$ cat src/rtl/ctrl_bubble_stage_pkg.sv
// Shared definitions for the ID/EX control-bundle stage: bundle field
// positions, default bundle width / NOP encoding and the sequencer states.
package ctrl_bubble_stage_pkg;

    // Default bundle geometry
    localparam int CTRL_W_DEF = 8;
    localparam logic [CTRL_W_DEF-1:0] CTRL_NOP_DEF = '0;

    // Bit positions of the individual control signals inside the bundle
    localparam int CTRL_BRANCH   = 7;
    localparam int CTRL_MEMREAD  = 6;
    localparam int CTRL_MEMTOREG = 5;
    localparam int CTRL_ALUOP_HI = 4;
    localparam int CTRL_ALUOP_LO = 3;
    localparam int CTRL_MEMWRITE = 2;
    localparam int CTRL_ALUSRC   = 1;
    localparam int CTRL_REGWRITE = 0;

    // Bubble sequencer states: BUBBLE means more NOP slots are still owed
    typedef enum logic {
        IDLE   = 1'b0,
        BUBBLE = 1'b1
    } state_t;

    // True when a bundle writes architectural state (register file or memory)
    function automatic logic has_side_effect(input logic [CTRL_W_DEF-1:0] bundle);
        return bundle[CTRL_REGWRITE] | bundle[CTRL_MEMWRITE];
    endfunction

endpackage

$ cat src/rtl/ctrl_bubble_stage_sat_counter.sv
// Saturating event counter: counts inc_i pulses and sticks at all-ones.
module sat_counter
    import ctrl_bubble_stage_pkg::*;
#(
    parameter int W = 16
) (
    input  logic         clk_i,
    input  logic         rst_i,
    input  logic         inc_i,
    output logic [W-1:0] cnt_o
);

    logic [W-1:0] cnt_p1;

    // Increment that refuses to wrap past the maximum value
    function automatic logic [W-1:0] sat_inc(input logic [W-1:0] value);
        return (&value) ? value : value + W'(1);
    endfunction

    // Counter register, cleared asynchronously
    always_ff @(posedge clk_i or posedge rst_i) begin
        if (rst_i) begin
            cnt_p1 <= '0;
        end else if (inc_i) begin
            cnt_p1 <= sat_inc(cnt_p1);
        end
    end

    assign cnt_o = cnt_p1;

endmodule

$ cat src/rtl/ctrl_bubble_stage.sv
// ID/EX control-bundle pipeline register with squash, stall hold and
// multi-cycle bubble injection. A bubble of length L emits L consecutive
// NOP slots (stalled cycles excluded) and raises hold_o for the L-1 cycles
// that follow the first NOP slot so decode does not advance meanwhile.
module ctrl_bubble_stage
    import ctrl_bubble_stage_pkg::*;
#(
    parameter int                CTRL_W   = CTRL_W_DEF,
    parameter logic [CTRL_W-1:0] CTRL_NOP = {CTRL_W{1'b0}},
    parameter int                LEN_W    = 2,
    parameter int                STAT_W   = 16
) (
    input  logic              clk_i,
    input  logic              rst_i,
    input  logic [CTRL_W-1:0] ctrl_i,
    input  logic              valid_i,
    input  logic              flush_i,
    input  logic              stall_i,
    input  logic              bubble_req_i,
    input  logic [LEN_W-1:0]  bubble_len_i,
    output logic [CTRL_W-1:0] ctrl_o,
    output logic              valid_o,
    output logic              hold_o,
    output logic [STAT_W-1:0] bubble_cnt_o
);

    // Registered stage contents and sequencer state
    logic [CTRL_W-1:0] ctrl_p1;
    logic              vld_p1;
    state_t            state_p1;
    logic [LEN_W-1:0]  rem_p1;

    // Next-state values
    logic [CTRL_W-1:0] ctrl_nxt;
    logic              vld_nxt;
    state_t            state_nxt;
    logic [LEN_W-1:0]  rem_nxt;
    logic              nop_slot;
    logic [LEN_W-1:0]  req_rem;
    logic              req_start;

    // Remaining slots after the first NOP of a new request
    assign req_rem   = bubble_len_i - LEN_W'(1);
    // A zero-length request is treated as no request at all
    assign req_start = bubble_req_i && (bubble_len_i != '0);

    // Next-state selection in priority order: flush, new bubble,
    // bubble continuation, stall hold, normal load
    always_comb begin
        ctrl_nxt  = ctrl_p1;
        vld_nxt   = vld_p1;
        state_nxt = state_p1;
        rem_nxt   = rem_p1;
        nop_slot  = 1'b0;

        if (flush_i) begin
            ctrl_nxt  = CTRL_NOP;
            vld_nxt   = 1'b0;
            rem_nxt   = '0;
            state_nxt = IDLE;
            nop_slot  = 1'b1;
        end else if ((state_p1 == IDLE) && req_start) begin
            ctrl_nxt  = CTRL_NOP;
            vld_nxt   = 1'b0;
            rem_nxt   = req_rem;
            state_nxt = (req_rem != '0) ? BUBBLE : IDLE;
            nop_slot  = 1'b1;
        end else if ((state_p1 == BUBBLE) && !stall_i) begin
            // bubble_req_i is deliberately ignored here: no extension/restart
            ctrl_nxt  = CTRL_NOP;
            vld_nxt   = 1'b0;
            rem_nxt   = rem_p1 - LEN_W'(1);
            state_nxt = (rem_p1 == LEN_W'(1)) ? IDLE : BUBBLE;
            nop_slot  = 1'b1;
        end else if (stall_i) begin
            ctrl_nxt  = ctrl_p1;
            vld_nxt   = vld_p1;
        end else begin
            ctrl_nxt  = ctrl_i;
            vld_nxt   = valid_i;
        end
    end

    // Stage and sequencer registers, cleared asynchronously to an empty slot
    always_ff @(posedge clk_i or posedge rst_i) begin
        if (rst_i) begin
            ctrl_p1  <= CTRL_NOP;
            vld_p1   <= 1'b0;
            state_p1 <= IDLE;
            rem_p1   <= '0;
        end else begin
            ctrl_p1  <= ctrl_nxt;
            vld_p1   <= vld_nxt;
            state_p1 <= state_nxt;
            rem_p1   <= rem_nxt;
        end
    end

    sat_counter #(
        .W (STAT_W)
    ) u_bubble_cnt (
        .clk_i (clk_i),
        .rst_i (rst_i),
        .inc_i (nop_slot),
        .cnt_o (bubble_cnt_o)
    );

    assign ctrl_o  = ctrl_p1;
    assign valid_o = vld_p1;
    // Straight from the state register: no input-to-hold_o path
    assign hold_o  = (state_p1 == BUBBLE);

endmodule

$ cat config.mk
export PLATFORM = sky130hd
export DESIGN_NAME = ctrl_bubble_stage
export DESIGN_NICKNAME = d
export VERILOG_FILES = /design/src/rtl/ctrl_bubble_stage_pkg.sv /design/src/rtl/ctrl_bubble_stage_sat_counter.sv /design/src/rtl/ctrl_bubble_stage.sv
export SDC_FILE = /design/constraint.sdc
export NUM_CORES = 1
export LEC_CHECK = 0
export BUFFER_PORTS_ARGS = -buffer_cell sky130_fd_sc_hd__buf_2
export CAP_MARGIN = 20
export CORE_MARGIN = 2
export CORE_UTILIZATION = 45
export DETAILED_ROUTE_END_ITERATION = 12
export PLACE_DENSITY = 0.81
export SETUP_SLACK_MARGIN = 0.1
export SLEW_MARGIN = 15
export SYNTH_ARGS = -nofsm -noshare
export SYNTH_HDL_FRONTEND = slang
export SYNTH_SLANG_ARGS = --single-unit
$ cat constraint.sdc
create_clock -name clk_i -period 4.8 [get_ports clk_i]
set_input_delay 0.96 -clock clk_i [delete_from_list [all_inputs] [get_ports clk_i]]
set_output_delay 0.96 -clock clk_i [all_outputs]
set_load 0.02 [all_outputs]
==> flow_summary.json, run 1 <==
{
  "status": "complete, no violations",
  "finalSetupTns_ns": 0,
  "grt_pass1_wl_um": 4609,
  "tightest_slew_ns": 1.034,
  "ys_seq_area_share_pct": 52.48,
  "ys.flop_type": "dfrtp_1",
  "vias": 1044,
  "ir_drop_uv": 264.0,
  "hold_end": "rem_p1[1]$_DFFE_PP0P_",
  "ys_async_sr_fraction_pct": 100.0,
  "first_pass_iters": 4,
  "start_kind": "input port",
  "final-hold-violation-count": 0,
  "setup_viol": 0,
  "synth_seq_cells": 28,
  "nets": 183,
  "synthSimpleGateAreaFrac_pct": 20.99,
  "clk_path_buf_depth": 2,
  "final_cells": 192,
  "fill_cells": 239,
  "setup_slack_ns": 2.445,
  "synth_cell_types": 31,
  "synth_area_um2": 1335,
  "dp_slack_ns": 1.749,
  "synth_adder_area_share_pct": 3.749,
  "synth_top_family_by_area": "simple AND/OR/NAND/NOR gates",
  "ff2ff_setup_slack_ns": 2.91,
  "drt-vias-per-instance": 5.438,
  "gp_congestion": 0.7972,
  "syn_to_final_growth_pct": 22.12,
  "synth_compound_area_share_pct": 9.841,
  "antenna_found_initial": 0,
  "tritoncts": "done",
  "min_period_ns": 2.355,
  "holdPathStages": 1,
  "cts.reportedPaths.clkPinSlew_ns": 0.15,
  "grt_pass1_vias": 977,
  "grt_overflow": 0,
  "clk_latency_ns": 0.32,
  "die_h_um": 58.47,
  "post_cts_buffers": 0,
  "timing.fmax_mhz": 424.5,
  "finalPower_uw": 672.2,
  "crit_fanout": 9,
  "max-slew-margin-rel_pct": 30.95,
  "wire_per_inst_um": 14.60,
  "synth_edf_count": 0,
  "wl_um": 2803,
  "post-dp-hpwl_um": 2120,
  "cts_resized": 0,
  "synth_top_area_share_pct": 52.48,
  "syn_inst": 117,
  "drtIter0Drc": 21,
  "holdBufCountCts": 0,
  "final.period_utilization_pct": 49.07,
  "drive_above_1_share_pct": 32.92,
  "synth_top_cell_by_area": "dfrtp_1",
  "start_util_pct": 48.00,
  "numCtsBuffers": 3,
  "die_area_um2": 3418,
  "core.rowCount": 19,
  "place_inst": 188,
  "maxCapViolations": 0,
  "finish.utilization_pct": 58.61,
  "synth.area.mux_share_pct": 1.687,
  "grt_max_degree": 29,
  "cts_htree_levels": 1,
  "ys_warn_count": 0,
  "rr_endpoint": "u_bubble_cnt.cnt_o[9]$_DFFE_PP0P_",
  "drc": 0,
  "fin_worst_skew_ns": 0.01132,
  "coreArea_um2": 2781,
  "required_ns": 5.06,
  "ant_nets": 0,
  "portBuffers": 41,
  "cts.sink_count": 28,
  "rr_worst_depth": 4,
  "grtUsageTotal_pct": 17.57,
  "worstHoldStart": "rem_p1[1]$_DFFE_PP0P_",
  "r2r-start": "hold_o$_DFFE_PP0P_",
  "cellPowerDensity_nw_per_um2": 412.3,
  "root_buffer": "clkbuf_4",
  "maxSlewViolCount": 0,
  "synth_fp_nets": 137,
  "rsz0062_at_grt": "false",
  "syn_area_per_cell_um2": 11.41,
  "cp.arrival_ns": 2.62,
  "min_path_type": "reg -> reg",
  "die_w_um": 58.47,
  "synthTopCellsByCount": "dfrtp_1, xor2_1, a22o_1, nand2_1, nor4_1",
  "netlist_top_cells_area": "dfrtp_1, xor2_1, a22o_1",
  "path_class": "in -> reg",
  "yosys.area_share.xor_xnor_pct": 9.185,
  "ios": 42,
  "crit_path_end_kind": "flop",
  "p_leak_uw": 0.0008170,
  "synth.most_common_cell": "dfrtp_1",
  "antennaDiodeCount": 0
}
[worst max path at each step]
stage / slack (ns) / end / start / depth (start not counted)
after floorplan: 2.45 / u_bubble_cnt.cnt_o[13]$_DFFE_PP0P_ / bubble_len_i[0] / 7
after global placement: 1.86 / u_bubble_cnt.cnt_o[1]$_DFFE_PP0P_ / bubble_len_i[0] / 7
after detailed placement: 1.75 / u_bubble_cnt.cnt_o[1]$_DFFE_PP0P_ / bubble_len_i[1] / 7
after CTS: 2.09 / u_bubble_cnt.cnt_o[1]$_DFFE_PP0P_ / bubble_len_i[1] / 7
after global routing: 2.23 / u_bubble_cnt.cnt_o[15]$_DFFE_PP0P_ / bubble_len_i[0] / 7
final: 2.44 / u_bubble_cnt.cnt_o[15]$_DFFE_PP0P_ / bubble_len_i[0] / 7
[state kept, by name, indices dropped and copies added (netlist names)]
name,count
ctrl_o,8
hold_o,1
u_bubble_cnt.cnt_o,16
rem_p1,2
valid_o,1
[layer usage]
metal	part of all wire (%)	global-route usage, %
met1	45	25.29
met2	50	27.29
met3	3.6	1.978
met4	1.5	6.977
met5	0	0
[stage by stage]
step | hold WS (ns) | area [um^2]
global route | 0.5157 | 1630
floorplan | 0.4498 | 1335
detailed placement | 0.4666 | 1575
finish | 0.4965 | 1630
CTS | 0.4975 | 1598
global placement | 0.4649 | 1570
[power by group]
group / internal [uW] / switching (uW) / leakage [uW] / total [uW]
clock network: 29.4 / 65.2 / 0.0000138 / 94.6
registers: 284 / 65.9 / 0.000353 / 350
logic: 90.6 / 137 / 0.000450 / 227
[placed cells by master (no fill, tap or decap), drive strengths merged, types with 4 or more instances in the layout]
| cell type | netlist | routed |
|---|---|---|
| nor3b | 4 | 4 |
| ha | 4 | 4 |
| xor2 | 14 | 14 |
| inv | 5 | 4 |
| nand2 | 7 | 7 |
| a22o | 9 | 9 |
| dfrtp | 28 | 28 |
| nor3 | 5 | 5 |
| nor4 | 8 | 8 |
| nand4 | 4 | 4 |
| nor2 | 5 | 5 |
| buf | 1 | 43 |
| nand3 | 4 | 4 |
[cells by family (layout without fill, tap and decap cells)]
group,after synthesis,count (layout)
AO/OA/AOI/OAI,17,17
XOR/XNOR,14,14
adder cells (fa/ha/maj),4,4
buffers and inverters,7,51
flip-flops,28,28
multiplexers,2,2
AND/OR/NAND/NOR,45,45
[critical path, stage by stage]
cell,delay (ns)
buf_2,0.10
inv_1,0.04
ha_1,0.21
nor3b_4,0.35
o311ai_0,0.36
nor4_1,0.41
xor2_1,0.18
[final cells by class]
| class | instances | area, um^2 | share of cell area [%] |
|---|---|---|---|
| multi-input cells | 82 | 611.8 | 37.53 |
| well taps | 31 | 38.79 | 2.379 |
| repair buffers | 43 | 237.7 | 14.58 |
| inverters | 5 | 18.77 | 1.151 |
| flip-flops and latches | 28 | 700.7 | 42.98 |
| clock buffers | 3 | 22.52 | 1.381 |
(Power assumes the default switching activity.)
==> run 2: changes to the inputs <==
Clock period 4.8 ns to 2.4 ns, I/O delays scaled along.
==> run 2 against run 1 <==
Net effect:
- clock power increased by 93%
- utilization down 0.18 points
- total power increased by 98%
- worst setup slack worse by 1.9 ns
- first-iteration DRC count increased by 29%
==> flow_summary.json, run 2 (same netlist as run 1, synthesis figures left out) <==
{
  "status": "complete, no violations",
  "cellPowerDensity_nw_per_um2": 818.4,
  "cts.sink_count": 28,
  "gp_congestion": 0.8256,
  "timing.fmax_mhz": 529.5,
  "holdBufCountCts": 0,
  "fin_worst_skew_ns": 0.003997,
  "place_inst": 191,
  "grt_pass1_wl_um": 4312,
  "antenna_found_initial": 0,
  "cts_htree_levels": 1,
  "die_area_um2": 3418,
  "clk_path_buf_depth": 2,
  "final_cells": 194,
  "maxSlewViolCount": 0,
  "path_class": "reg -> reg",
  "min_period_ns": 1.889,
  "grtUsageTotal_pct": 16.78,
  "wl_um": 2768,
  "finalPower_uw": 1330,
  "placed_cell_area_um2": 1598,
  "portBuffers": 41,
  "drive_above_1_share_pct": 33.74,
  "syn_to_final_growth_pct": 21.74,
  "ios": 42,
  "nets": 185,
  "largest_reg_flops": 16,
  "p_leak_uw": 0.0008221,
  "crit_fanout": 5,
  "clk_latency_ns": 0.32,
  "wire_per_inst_um": 14.27,
  "use_met2_pct": 28.25,
  "start_util_pct": 48.00,
  "min_path_type": "in -> async",
  "required_ns": 2.64,
  "maxCapViolations": 0,
  "fin_area_um2": 1625,
  "drc": 0,
  "cp.arrival_ns": 2.13,
  "cts_resized": 0,
  "antennaDiodeCount": 0,
  "grtUsageMet3_pct": 3.077,
  "tritoncts": "done",
  "first_pass_iters": 4,
  "root_buffer": "clkbuf_4",
  "drt-vias-per-instance": 5.510,
  "max-slew-margin-rel_pct": 34.24,
  "grt_overflow": 0,
  "final_cell_mix": "buf_2, dfrtp_1, xor2_1",
  "final_common_cell": "buf_2",
  "die_h_um": 58.47,
  "grt-busiest-layer": "met2",
  "coreArea_um2": 2781,
  "use_met1_pct": 20.66,
  "grt_max_degree": 29,
  "regArea_um2": 700.7,
  "ir_drop_uv": 554.5,
  "multi_input_comb_area_um2": 611.8,
  "tightest_slew_ns": 0.9843,
  "start_kind": "flop",
  "grt_pass1_vias": 979,
  "vias": 1069,
  "core.rowCount": 19,
  "setup_viol": 0,
  "post_cts_buffers": 0,
  "die_w_um": 58.47,
  "crit_path_end_kind": "flop",
  "fill_cells": 254,
  "final.period_utilization_pct": 78.70,
  "rsz0062_at_grt": "false",
  "post-dp-hpwl_um": 2166,
  "drtIter0Drc": 27,
  "ant_nets": 0,
  "numCtsBuffers": 3,
  "cts.reportedPaths.clkPinSlew_ns": 0.13,
  "final-hold-violation-count": 0
}
==> run 2: changes by cell type in the layout (fill, tap and decap cells not counted), sizes merged <==
cell	previous run	this run
buf	43	45
clkinv	1	0
inv	4	5
==> run 2: layout make-up <==
cell class / instances / share of cell area (%)
sequential: 28 / 43.11
multi-input combinational: 82 / 37.64
timing repair buffer: 45 / 14.32
tap: 31 / 2.386
clock buffer: 3 / 1.386
inverter: 5 / 1.155
==> run 2: per-layer routing <==
layer / up-vias / wire [um]
met3: 4 / 93
li1: 523 / -
met1: 521 / 1255
met4: 0 / 43
met5: - / 0
met2: 21 / 1375
==> run 2: critical path, stage by stage (launching register included) <==
cell and delay, ns:
dfrtp_1 0.43, ha_1 0.21, nand3_1 0.17, or3_1 0.38, nor4_1 0.40, xor2_1 0.22
==> run 2: where the power goes <==
part	internal [uW]	switching (uW)
logic	181	270
clock network	58.8	124
registers	569	128
total	808	522
==> run 2: path summary, 6_finish.rpt <==
kind / from / endpoint / slack, ns / cells past startpoint
setup / recovery: u_bubble_cnt.cnt_o[0]$_DFFE_PP0P_ / u_bubble_cnt.cnt_o[14]$_DFFE_PP0P_ / 0.51 / 5
hold / removal: rst_i / u_bubble_cnt.cnt_o[1]$_DFFE_PP0P_ / 0.19 / 3
setup reg to reg: u_bubble_cnt.cnt_o[0]$_DFFE_PP0P_ / u_bubble_cnt.cnt_o[14]$_DFFE_PP0P_ / 0.51 / 5
hold reg to reg: u_bubble_cnt.cnt_o[15]$_DFFE_PP0P_ / u_bubble_cnt.cnt_o[15]$_DFFE_PP0P_ / 0.50 / 1
max in group asynchronous: rst_i / rem_p1[1]$_DFFE_PP0P_ / 1.96 / 3
min in group clk_i: ctrl_i[2] / ctrl_o[2]$_DFFE_PP0P_ / 0.37 / 2
==> run 2: metrics by stage <==
| stage | setup TNS [ns] | hold WS (ns) | util (%) | setup WS, ns |
|---|---|---|---|---|
| floorplan | 0 | 0.4498 | - | 0.5344 |
| global placement | -0.02225 | 0.4648 | 57.27 | -0.02225 |
| detailed placement | -0.5329 | 0.4782 | 57.44 | -0.1482 |
| CTS | 0 | 0.1965 | 58.25 | 0.1501 |
| global route | 0 | 0.2161 | 58.43 | 0.3094 |
| finish | 0 | 0.1931 | 58.43 | 0.5113 |
